$ cat src/rtl/pipe_hazard_ctrl.sv
// Scoreboard-based hazard and forwarding controller: tracks in-flight destinations
// over DEPTH post-ID stages, forwards from the youngest producer and raises load-use stalls.
module pipe_hazard_ctrl #(
    parameter int XLEN       = 32,
    parameter int RA_W       = 5,
    parameter int DEPTH      = 3,
    parameter int LOAD_STAGE = 2,
    parameter int CNT_W      = 16,
    parameter int SEL_W      = $clog2(DEPTH + 1)
) (
    input  logic                  clk,
    input  logic                  rst,
    input  logic                  id_valid,
    input  logic [RA_W-1:0]       id_rs1,
    input  logic [RA_W-1:0]       id_rs2,
    input  logic                  id_rs1_used,
    input  logic                  id_rs2_used,
    input  logic [RA_W-1:0]       id_rd,
    input  logic                  id_reg_write,
    input  logic                  id_is_load,
    input  logic                  flush,
    input  logic                  mem_wait,
    input  logic [XLEN-1:0]       rf_data1,
    input  logic [XLEN-1:0]       rf_data2,
    input  logic [DEPTH*XLEN-1:0] stage_data,
    output logic [XLEN-1:0]       fwd_data1,
    output logic [XLEN-1:0]       fwd_data2,
    output logic [SEL_W-1:0]      fwd_sel1,
    output logic [SEL_W-1:0]      fwd_sel2,
    output logic                  stall,
    output logic                  freeze,
    output logic [CNT_W-1:0]      stall_cnt,
    output logic [CNT_W-1:0]      flush_cnt
);

    logic [DEPTH:1]           e_v;
    logic [DEPTH:1]           e_ld;
    logic [DEPTH:1][RA_W-1:0] e_rd;
    logic                     ld_hz1;
    logic                     ld_hz2;

    // Scan oldest to youngest so the smallest matching stage is the one that sticks.
    always_comb begin
        ld_hz1    = 1'b0;
        ld_hz2    = 1'b0;
        fwd_sel1  = '0;
        fwd_sel2  = '0;
        fwd_data1 = rf_data1;
        fwd_data2 = rf_data2;
        for (int k = DEPTH; k >= 1; k--) begin
            if (id_rs1_used && id_rs1 != '0 && e_v[k] && e_rd[k] == id_rs1) begin
                fwd_sel1  = SEL_W'(k);
                fwd_data1 = stage_data[(k-1)*XLEN +: XLEN];
                ld_hz1    = e_ld[k] && (k < LOAD_STAGE);
            end
            if (id_rs2_used && id_rs2 != '0 && e_v[k] && e_rd[k] == id_rs2) begin
                fwd_sel2  = SEL_W'(k);
                fwd_data2 = stage_data[(k-1)*XLEN +: XLEN];
                ld_hz2    = e_ld[k] && (k < LOAD_STAGE);
            end
        end
    end

    assign stall  = id_valid & (ld_hz1 | ld_hz2) & ~flush & ~mem_wait;
    assign freeze = mem_wait;

    // Memory wait freezes everything, including counters; flush is ignored until it drops.
    always_ff @(posedge clk or posedge rst) begin
        if (rst) begin
            e_v       <= '0;
            e_ld      <= '0;
            e_rd      <= '0;
            stall_cnt <= '0;
            flush_cnt <= '0;
        end else if (!mem_wait) begin
            for (int k = DEPTH; k >= 2; k--) begin
                e_v[k]  <= e_v[k-1];
                e_ld[k] <= e_ld[k-1];
                e_rd[k] <= e_rd[k-1];
            end
            if (flush || stall) begin
                e_v[1] <= 1'b0;
            end else begin
                e_v[1] <= id_valid & id_reg_write & (id_rd != '0);
            end
            e_rd[1] <= id_rd;
            e_ld[1] <= id_is_load;
            if (stall && stall_cnt != {CNT_W{1'b1}}) begin
                stall_cnt <= stall_cnt + CNT_W'(1);
            end
            if (flush && flush_cnt != {CNT_W{1'b1}}) begin
                flush_cnt <= flush_cnt + CNT_W'(1);
            end
        end
    end

endmodule

$ cat config.mk
export PLATFORM = sky130hd
export DESIGN_NAME = pipe_hazard_ctrl
export DESIGN_NICKNAME = d
export VERILOG_FILES = /design/src/rtl/pipe_hazard_ctrl.sv
export SDC_FILE = /design/constraint.sdc
export NUM_CORES = 1
export LEC_CHECK = 0
export ABC_AREA = 1
export CORE_ASPECT_RATIO = 0.6
export CORE_MARGIN = 2
export CORE_UTILIZATION = 44
export DETAILED_ROUTE_END_ITERATION = 10
export PLACE_DENSITY = 0.88
export SLEW_MARGIN = 20
export SYNTH_ARGS = -nofsm -noshare
export SYNTH_HDL_FRONTEND = slang
export SYNTH_SLANG_ARGS = --single-unit
$ cat constraint.sdc
create_clock -name clk -period 3.8 [get_ports clk]
set_input_delay 0.38 -clock clk [delete_from_list [all_inputs] [get_ports clk]]
set_output_delay 0.38 -clock clk [all_outputs]
set_load 0.02 [all_outputs]
==> impl_metrics.tcl <==
set metrics [dict create \
    power_frac_comb 0.408 \
    drtIter0Drc 529 \
    worstMarginPinSlew_ns 0.8702 \
    cp-end-kind "output port" \
    area_growth_pct 57.35 \
    place_congestion 0.9716 \
    post_cts_buffers 0 \
    yosysSeqAreaShare 0.2336 \
    insertion_delay_ns 0.29 \
    numPortBuffers 285 \
    switching_power_uw 659.4 \
    setup_viol 0 \
    rsz0062_at_grt "false" \
    syn_inst 944 \
    preCtsSetupSlack_ns 0.3836 \
    synth_area_leaders "dfrtp_1 (23%), nand2_1 (17%), nor2_1 (16%)" \
    synth_cell_types 36 \
    final.setup.tns_ns 0 \
    first_global_vias 6875 \
    p_per_area_nw_per_um2 222.3 \
    dieWidth_um 147.8 \
    start_util 0.4514 \
    drt_first_pass_iters 5 \
    final-instance-count-excl-fill 1373 \
    ys_ff_latch 51 \
    final_max_slew_viol_count 0 \
    final_layout_size_suffix_gt1_frac 0.07042 \
    leakage_nw 4.235 \
    grt-ovfl-total 0 \
    final_cell_area_um2 8596 \
    max-slew-margin-rel 0.4198 \
    dp_hpwl_um 16280 \
    pwr-share-clk 0.246 \
    synth_top_cell_area_share 0.2336 \
    cpPeakStageDelay_ns 0.66 \
    nets 1392 \
    yosys-top-cells-count "nand2_1 (244), nor2_1 (229), nand3_1 (93), inv_1 (87), dfrtp_1 (51)" \
    post_cts_resized 0 \
    die_height_um 90.31 \
    required_ns 3.42 \
    viasPerCell 5.126 \
    crit_fanout 37 \
    cts_inserted_buffers 5 \
    fp.coreArea_um2 12100 \
    irDropWorstVdd_mv 0.2214 \
    cap_violations 0 \
    avgSynthCellArea_um2 5.787 \
    antenna_found_initial 1 \
    syn-num-nets 1130 \
    cts_tree "built" \
    fmax_ghz 0.2869 \
    synth_ff_type "dfrtp_1" \
    rows 31 \
    yosysWarnings 0 \
    sw_frac_of_total 0.3450 \
    seq_power_share 0.346 \
    synth_edf_count 0 \
    outcome "completed" \
    ant_nets 0 \
    die-area_um2 13350 \
    total_power_mw 1.911 \
    drc 0 \
    period_needed_ns 3.485 \
    io-pin-count 286 \
    globalRouteTotalUtil 0.3115 \
    vias 7038 \
    holdWs_ns 0.5000 \
    clkSlewWorstSetupHoldPaths_ns 0.07 \
    hold_class "reg -> reg" \
    netlist_area_um2 5463 \
    slowest_stage "clkdlybuf4s50_1" \
    cts_sinks 51 \
    skew_ns 0.01004 \
    cts_max_level 2 \
    grt_pass1_wl_um 34190 \
    root_buffer "clkbuf_16" \
    yosys.area.top_type "dfrtp_1" \
    ctsHoldBuffers 0 \
    hold_viol 0 \
    wl_per_cell_um 15.29 \
    dpl-instance-area_um2 8438 \
    ys_async_sr_fraction 1.000 \
    final_util 0.7103 \
    cp_cell_sequence "clkdlybuf4s50_1 -> inv_2 -> a21oi_1 -> nand2_1 -> nor2_1 -> nand3_2 -> buf_12 -> nand2_1 -> nor2_1 -> nor2_1 -> clkdlybuf4s50_1" \
    cts.path.max_buffers 2 \
    grt_max_degree 52 \
    path_common_cell "nor2_1" \
    cp-start-kind "primary input" \
    wl_um 21000 \
    synth.most_common_cell "nand2_1" \
    internal-power_mw 1.252 \
    period_share 0.9172 \
    worst_ep_arrival_time_ns 3.11 \
    path_class "in -> out" \
    dpl.cell_count 1364 \
    worst_slack_ns 0.3147 \
]
==> registers in the layout, summed over array words and instances, names as in the netlist <==
register	flops
stall_cnt	16
e_rd	15
e_ld	1
e_v	3
flush_cnt	16
==> cell type report <==
cell class,instances,area [um^2]
inverter,100,376.6
antenna,1,2.502
timing repair buffer,302,3043
multi-input combinational,746,3537
tap,165,206.4
sequential,51,1276
fill,1056,3506
clock inverter,3,28.78
clock buffer,5,125.1
==> metal layers <==
metal  global-route usage  vias to the layer above  wire, um
met4              0.08016                        0       471
met5                    0                        -         0
met2               0.5070                      331      9621
li1                     -                     3501         -
met3              0.06515                       34      1797
met1               0.4230                     3172      9104
==> final timing paths <==
check | cells after the start | to | from | slack [ns]
worst max register to register | 12 | stall_cnt[13] | e_rd[4] | 1.56
worst min-delay path | 2 | e_v[2] | e_v[2] | 0.50
max in group asynchronous | 2 | e_rd[13] | rst | 2.69
worst max-delay path | 11 | fwd_data1[8] | id_rs1[3] | 0.31
worst min register to register | 2 | e_v[2] | e_v[2] | 0.50
min in group asynchronous | 2 | flush_cnt[12] | rst | 0.57
==> cells in the final DEF, fill, tap and decap left out, types with 2 or more instances in the layout <==
cell type and n:
clkbuf_16 5, o211ai_1 2, inv_1 86, nand3_1 91
buf_4 12, clkdlybuf4s50_1 285, o21ai_2 29, nor2_2 2
o22ai_1 5, inv_2 13, xnor2_1 7, nand2_1 244
xor2_1 22, dfrtp_1 51, nor3_1 4, ha_1 2
nand3b_1 3, nor4_1 2, o21bai_1 14, nor2_1 229
nand3_2 9, clkinv_4 2, a21oi_1 7, o21ai_0 27
buf_12 5, nand4_1 6, o21ai_1 32
==> power groups by stage <==
stage / sequential, mW / combinational [mW] / clock, mW
finish: 0.661 / 0.780 / 0.470
floorplan: 0.694 / 0.319 / 0
global placement: 0.668 / 0.767 / 0
detailed placement: 0.670 / 0.774 / 0
CTS: 0.660 / 0.780 / 0.473
global route: 0.671 / 0.850 / 0.502
==> critical path, delay by kind of cell <==
family,cells,cell delay [ns]
AND/OR/NAND/NOR,6,0.88
buffers and inverters,4,1.68
AO/OA/AOI/OAI,1,0.14
==> kinds of logic after synthesis <==
| group | count (synthesis) | synth area share |
|---|---|---|
| AO/OA/AOI/OAI | 118 | 0.1374 |
| XOR/XNOR | 29 | 0.04649 |
| adder cells (fa/ha/maj) | 2 | 0.004580 |
| buffers and inverters | 147 | 0.1207 |
| flip-flops | 51 | 0.2336 |
| AND/OR/NAND/NOR | 597 | 0.4572 |
Note: power is estimated with default switching activity, not from simulation.
